### config.mk
export PLATFORM = sky130hd
export DESIGN_NAME = seq_data_compare
export DESIGN_NICKNAME = d
export VERILOG_FILES = /design/src/rtl/data_compare_pkg.sv /design/src/rtl/chunk_compare.sv /design/src/rtl/seq_data_compare.sv
export SDC_FILE = /design/constraint.sdc
export NUM_CORES = 1
export LEC_CHECK = 0
export ABC_CLOCK_PERIOD_IN_PS = 7000
export CORE_MARGIN = 8
export CORE_UTILIZATION = 54
export CTS_CLUSTER_SIZE = 30
export DETAILED_ROUTE_END_ITERATION = 7
export PLACE_DENSITY = 0.91
export SYNTH_ARGS = -nofsm -noshare
export SYNTH_HDL_FRONTEND = slang
export SYNTH_SLANG_ARGS = --single-unit
### constraint.sdc
create_clock -name iClk -period 7 [get_ports iClk]
set_input_delay 1.4 -clock iClk [delete_from_list [all_inputs] [get_ports iClk]]
set_output_delay 1.4 -clock iClk [all_outputs]
set_load 0.01 [all_outputs]
### src/rtl/data_compare_pkg.sv
// -----------------------------------------------------------------------------
// data_compare_pkg
// Shared definitions for the sequential magnitude comparator:
//   - one-hot result encodings {gt,lt,eq}
//   - controller state type
//   - cascade-input resolution (priority gt > lt > eq)
// -----------------------------------------------------------------------------
package data_compare_pkg;

    localparam logic [2:0] CMP_GT = 3'b100;
    localparam logic [2:0] CMP_LT = 3'b010;
    localparam logic [2:0] CMP_EQ = 3'b001;

    typedef enum logic {
        IDLE = 1'b0,
        CMP  = 1'b1
    } state_e;

    // An invalid or empty cascade word (e.g. 3'b000) degrades to "equal",
    // so a chain whose head leaves the cascade tied low still behaves sensibly.
    function automatic logic [2:0] resolve_cascade(input logic [2:0] casc);
        logic [2:0] res;
        if (casc[2]) begin
            res = CMP_GT;
        end else if (casc[1]) begin
            res = CMP_LT;
        end else begin
            res = CMP_EQ;
        end
        return res;
    endfunction

endpackage

### src/rtl/chunk_compare.sv
// -----------------------------------------------------------------------------
// chunk_compare
// Combinational magnitude compare of one CHUNK_W-bit slice.
// Ports:
//   a, b       slice operands
//   signed_en  treat the slice as two's complement (used for the MSB slice)
//   gt, lt     a > b, a < b (both low when equal)
// -----------------------------------------------------------------------------
module chunk_compare #(
    parameter int CHUNK_W = 4
) (
    input  logic [CHUNK_W-1:0] a,
    input  logic [CHUNK_W-1:0] b,
    input  logic               signed_en,
    output logic               gt,
    output logic               lt
);

    logic [CHUNK_W-1:0] a_m;
    logic [CHUNK_W-1:0] b_m;

    // Flipping the sign bit maps two's-complement ordering onto unsigned
    // ordering, so one unsigned comparator serves both modes.
    always_comb begin
        a_m = a;
        b_m = b;
        if (signed_en) begin
            a_m[CHUNK_W-1] = ~a[CHUNK_W-1];
            b_m[CHUNK_W-1] = ~b[CHUNK_W-1];
        end
        gt = (a_m > b_m);
        lt = (a_m < b_m);
    end

endmodule

### src/rtl/seq_data_compare.sv
// -----------------------------------------------------------------------------
// seq_data_compare
// Multi-cycle cascadable magnitude comparator. Operands are examined one
// CHUNK_W slice per clock, MSB slice first, stopping at the first slice that
// differs. If every slice matches, the result comes from the cascade input.
// Ports:
//   iClk, iRst_n       clock (rising edge), asynchronous active-low reset
//   iStart / oReady    start request, accepted only while oReady=1
//   iData_a, iData_b   operands (W = CHUNK_W*NUM_CHUNKS), sampled on accept
//   iData              cascade-in one-hot {gt,lt,eq}, sampled on accept
//   iSigned            two's-complement compare, sampled on accept
//   oData              result one-hot {gt,lt,eq}, held until next result
//   oValid             one-cycle pulse when oData updates
//   oCycles            slices examined for the last result
// -----------------------------------------------------------------------------
module seq_data_compare #(
    parameter int CHUNK_W    = 4,
    parameter int NUM_CHUNKS = 4,
    parameter int CNT_W      = $clog2(NUM_CHUNKS + 1)
) (
    input  logic                          iClk,
    input  logic                          iRst_n,
    input  logic                          iStart,
    output logic                          oReady,
    input  logic [CHUNK_W*NUM_CHUNKS-1:0] iData_a,
    input  logic [CHUNK_W*NUM_CHUNKS-1:0] iData_b,
    input  logic [2:0]                    iData,
    input  logic                          iSigned,
    output logic [2:0]                    oData,
    output logic                          oValid,
    output logic [CNT_W-1:0]              oCycles
);

    import data_compare_pkg::*;

    localparam int W     = CHUNK_W * NUM_CHUNKS;
    localparam int IDX_W = (NUM_CHUNKS > 1) ? $clog2(NUM_CHUNKS) : 1;

    localparam logic [IDX_W-1:0] IDX_MSB  = IDX_W'(NUM_CHUNKS - 1);
    localparam logic [CNT_W-1:0] CNT_FULL = CNT_W'(NUM_CHUNKS);

    state_e             state_q, state_d;
    logic [IDX_W-1:0]   idx_q, idx_d;
    logic [W-1:0]       a_q, a_d;
    logic [W-1:0]       b_q, b_d;
    logic [2:0]         casc_q, casc_d;
    logic               signed_q, signed_d;
    logic [2:0]         data_q, data_d;
    logic               valid_q, valid_d;
    logic               ready_q, ready_d;
    logic [CNT_W-1:0]   cycles_q, cycles_d;

    // Slice view of the captured operands, indexed by the down-counter.
    logic [CHUNK_W-1:0] a_slice [NUM_CHUNKS];
    logic [CHUNK_W-1:0] b_slice [NUM_CHUNKS];

    for (genvar gi = 0; gi < NUM_CHUNKS; gi++) begin : g_slice
        assign a_slice[gi] = a_q[gi*CHUNK_W +: CHUNK_W];
        assign b_slice[gi] = b_q[gi*CHUNK_W +: CHUNK_W];
    end

    logic slice_gt;
    logic slice_lt;
    logic slice_signed;

    // Only the top slice carries the sign; lower slices are plain magnitude.
    assign slice_signed = signed_q && (idx_q == IDX_MSB);

    chunk_compare #(
        .CHUNK_W (CHUNK_W)
    ) u_chunk_compare (
        .a         (a_slice[idx_q]),
        .b         (b_slice[idx_q]),
        .signed_en (slice_signed),
        .gt        (slice_gt),
        .lt        (slice_lt)
    );

    always_comb begin
        state_d  = state_q;
        idx_d    = idx_q;
        a_d      = a_q;
        b_d      = b_q;
        casc_d   = casc_q;
        signed_d = signed_q;
        data_d   = data_q;
        valid_d  = 1'b0;
        cycles_d = cycles_q;

        case (state_q)
            IDLE: begin
                if (iStart) begin
                    a_d      = iData_a;
                    b_d      = iData_b;
                    casc_d   = iData;
                    signed_d = iSigned;
                    idx_d    = IDX_MSB;
                    state_d  = CMP;
                end
            end
            CMP: begin
                if (slice_gt || slice_lt) begin
                    data_d   = slice_gt ? CMP_GT : CMP_LT;
                    valid_d  = 1'b1;
                    cycles_d = CNT_FULL - CNT_W'(idx_q);
                    state_d  = IDLE;
                end else if (idx_q == '0) begin
                    data_d   = resolve_cascade(casc_q);
                    valid_d  = 1'b1;
                    cycles_d = CNT_FULL;
                    state_d  = IDLE;
                end else begin
                    idx_d = idx_q - 1'b1;
                end
            end
            default: begin
                state_d = IDLE;
            end
        endcase

        // Registered ready mirrors the next state so oReady rises together
        // with oValid on the deciding edge.
        ready_d = (state_d == IDLE);
    end

    always_ff @(posedge iClk or negedge iRst_n) begin
        if (!iRst_n) begin
            state_q  <= IDLE;
            idx_q    <= '0;
            a_q      <= '0;
            b_q      <= '0;
            casc_q   <= '0;
            signed_q <= 1'b0;
            data_q   <= CMP_EQ;
            valid_q  <= 1'b0;
            ready_q  <= 1'b1;
            cycles_q <= '0;
        end else begin
            state_q  <= state_d;
            idx_q    <= idx_d;
            a_q      <= a_d;
            b_q      <= b_d;
            casc_q   <= casc_d;
            signed_q <= signed_d;
            data_q   <= data_d;
            valid_q  <= valid_d;
            ready_q  <= ready_d;
            cycles_q <= cycles_d;
        end
    end

    assign oReady  = ready_q;
    assign oData   = data_q;
    assign oValid  = valid_q;
    assign oCycles = cycles_q;

endmodule

==> reports/results.tsv <==
metric	value	unit
run_status	complete, no violations	
hold_path_startpoint	b_q[3]	
synth-seq-cells	46	
worst-path-buf-inv	1	
ctsResizeCount	0	
clock_latency_late_sink	300	ps
leakagePower	1.17	nW
routed_wl	3890	um
drv_slew	0	
number_of_global_route_vias_before_repair	1420	
peakVddDrop	0.000226	V
clockRootBuffer	sky130_fd_sc_hd__clkbuf_8	
core-area	3910	um2
diodes	0	
yosysSeqAreaShare	53.5	%
finalHoldViolations	0	
synth_xor_area_share	0.812	%
chipHeight	79.2	um
pin_slew_with_the_least_headroom_to_its_limit	985	ps
die-width	79.2	um
finClkSkew	3.66	ps
drc	0	
dpl-instance-area	2600	um2
drive_above_1_share	32.3	%
timing.critical_path.from	iStart	
grt_start_max_net_pins	47	
main_combinational_cell_family_by_area_after_synthesis	multiplexers	
critical_path.max_fanout	38	
groute.usage.overall	13.4	%
worstPathArrival	3140	ps
gp_congestion	0.753	
cap_viol_max_count	0	
synth_area	2160	um2
grt_antenna_before_repair	0	
grt-ovfl-total	0	
first_iter_violations	67	
maxClockFrequency	338	MHz
drt-pass1-iter-count	4	
cp_data_required_time	7190	ps
clock_tree.buffer_depth	2	
flow.area_growth_from_synthesis	25.6	%
cpLargestDelayFamily	simple AND/OR/NAND/NOR gates	
detailroute.via_count	1307	
dp.final_hpwl	2950	um
power_report.internal_total	0.659	mW
crit_slowest_cell	sky130_fd_sc_hd__nor2b_4	
p_sw	0.276	mW
crit_type	primary input to flop	
muxShareOfSynthArea	27.6	%
tritoncts	built	
reg2reg_slack	4120	ps
grt_pass1_wl	6500	um
tns	0	ps
synth_compound_gate_area_share	5.16	%
synth_cells	143	
clock_network_power_share	19.5	%
port_buffers	45	
tritoncts.num_buffers	5	
design.die.area	6270	um2
power.share.sequential	43.4	%
path_cells	clkdlybuf4s50_1 -> nor2b_4 -> mux2_2	
synth_fa_ha_area_share	3.48	%
ant_nets	0	
fin_nets	233	
clk_transition_reported_paths	80	ps
critPathMaxStageDelay	810	ps
rows	23	
timing.final.crit_share	42.2	%
detail_route.vias_per_cell	5.47	
floorplan.initialDensity	55.1	%
fillerInstances	271	
synth_fp_nets	188	
sw_frac_of_total	29.5	%
unrepaired_setup_endpoints_after_global_routing	no	
final-setup-viol-count	0	
pin_count	47	
max-slew-margin-rel	34.2	%
worstSetupStartpointType	primary input	
yosysWarnings	0	
post_synth.cell_area_avg	15.1	um2
path_category_of_the_worst_min_delay_check	flop to flop	
final_period_minus_worst_setup_slack	2950	ps
routed_wire_length_per_instance	16.3	um
pwrdens	345	nW/um2
number_of_hold_buffers_added_after_cts	0	
final_cell_area	2710	um2
yosys.cell_types.count	35	
clkSinkCount	46	
post_cts_buffers	0	
combPwrFrac	37.0	%
r2r_start	idx_q[0]	
ctsHtreeMaxLevel	2	
end_kind	flop	
yosys.area_share.simple	4.52	%
==> cell families after synthesis <==
| kind of cell | Yosys count |
|---|---|
| DFF | 46 |
| muxes | 45 |
| buffers and inverters | 16 |
| AOI/OAI and AO/OA | 14 |
| and+or+nand+nor | 14 |
| adders and majority gates | 6 |
| xor gates and xnor gates | 2 |
==> cell usage in the layout (no fill, tap or decap), types with 2 or more instances in the layout <==
cell,synthesis,layout
sky130_fd_sc_hd__dfstp_2,2,2
sky130_fd_sc_hd__o21a_1,2,2
sky130_fd_sc_hd__mux4_2,8,8
sky130_fd_sc_hd__inv_1,9,9
sky130_fd_sc_hd__mux2_2,35,35
sky130_fd_sc_hd__mux2i_1,2,2
sky130_fd_sc_hd__clkdlybuf4s50_1,0,44
sky130_fd_sc_hd__clkbuf_8,2,8
sky130_fd_sc_hd__ha_1,6,6
sky130_fd_sc_hd__a22o_1,3,3
sky130_fd_sc_hd__nand2_1,2,2
sky130_fd_sc_hd__a21o_1,2,2
sky130_fd_sc_hd__dfrtp_1,44,44
sky130_fd_sc_hd__nand2b_1,2,2
sky130_fd_sc_hd__nor2_1,2,2
==> per-stage QoR <==
| stage | instances | hold slack, ps | utilization [%] | power, mW | setup slack [ps] |
|---|---|---|---|---|---|
| after floorplan | 143 | 475 | - | 0.662 | 4630 |
| after global placement | 231 | 486 | 66.4 | 0.737 | 3780 |
| after detailed placement | 231 | 492 | 66.4 | 0.764 | 3710 |
| after CTS | 239 | 510 | 69.2 | 0.948 | 4030 |
| after global routing | 239 | 524 | 69.2 | 0.999 | 3960 |
| final | 239 | 506 | 69.2 | 0.936 | 4050 |
==> final cells by class <==
| type | count | area [um2] | share of cell area, % |
|---|---|---|---|
| sequential | 46 | 1150 | 42.6 |
| multi-input combinational | 81 | 903 | 33.3 |
| timing repair buffer | 45 | 445 | 16.4 |
| clock buffer | 8 | 110 | 4.06 |
| tap | 50 | 62.6 | 2.31 |
| inverter | 9 | 33.8 | 1.25 |
==> synth_stat cells, drive strengths merged <==
cell | count | area [um2]
a21o | 2 | 15.0
a22o | 3 | 26.3
a32oi | 1 | 8.76
and2b | 1 | 7.51
buf | 5 | 46.3
clkbuf | 2 | 27.5
dfrtp | 44 | 1100
dfstp | 2 | 52.6
ha | 6 | 75.1
inv | 9 | 33.8
mux2 | 35 | 394
mux2i | 2 | 20.0
mux4 | 8 | 180
nand2 | 2 | 7.51
nand2b | 3 | 21.3
nand3b | 1 | 7.51
nand4 | 1 | 12.5
nor2 | 2 | 7.51
nor2b | 1 | 6.26
nor3 | 1 | 10.0
nor4 | 1 | 6.26
o211ai | 1 | 7.51
o21a | 2 | 15.0
o21ai | 2 | 10.0
o21ba | 1 | 10.0
o22ai | 1 | 6.26
o31ai | 1 | 12.5
or4 | 1 | 11.3
xnor2 | 1 | 8.76
xor2 | 1 | 8.76
==> flip-flops by register name, summed over array words and instances, names as in the netlist <==
name,flops
casc_q,2
signed_q,1
oData,3
oReady,1
a_q,16
b_q,16
state_q,1
idx_q,2
oValid,1
oCycles,3
==> power groups by stage <==
| stage | logic [mW] | clock network [mW] | registers, mW |
|---|---|---|---|
| final | 0.347 | 0.183 | 0.406 |
| after global routing | 0.379 | 0.201 | 0.418 |
| after CTS | 0.352 | 0.189 | 0.407 |
| after detailed placement | 0.351 | 0 | 0.413 |
| after global placement | 0.332 | 0 | 0.405 |
| after floorplan | 0.264 | 0 | 0.397 |
==> worst register-to-register path, stage by stage (launching register included) <==
cell	delay [ps]
sky130_fd_sc_hd__dfrtp_1	770
sky130_fd_sc_hd__mux4_2	600
sky130_fd_sc_hd__xnor2_1	150
sky130_fd_sc_hd__ha_1	340
sky130_fd_sc_hd__a21o_1	170
sky130_fd_sc_hd__nor3_2	60
sky130_fd_sc_hd__or4_4	510
sky130_fd_sc_hd__mux2i_1	130
==> final timing paths <==
kind                              to  cells past startpoint
max                           a_q[4]                      3
min                           b_q[3]                      1
max reg2reg                 idx_q[0]                      7
min reg2reg                   b_q[3]                      1
max in group asynchronous     b_q[2]                      1
min in group asynchronous  casc_q[1]                      1
==> metal layers <==
metal  wire length, um  track usage, %
met5                 0               0
met3               284            5.87
met2              2040            22.8
met1              1500            14.3
met4                60            5.00
Power figures use the tool's default switching activity.
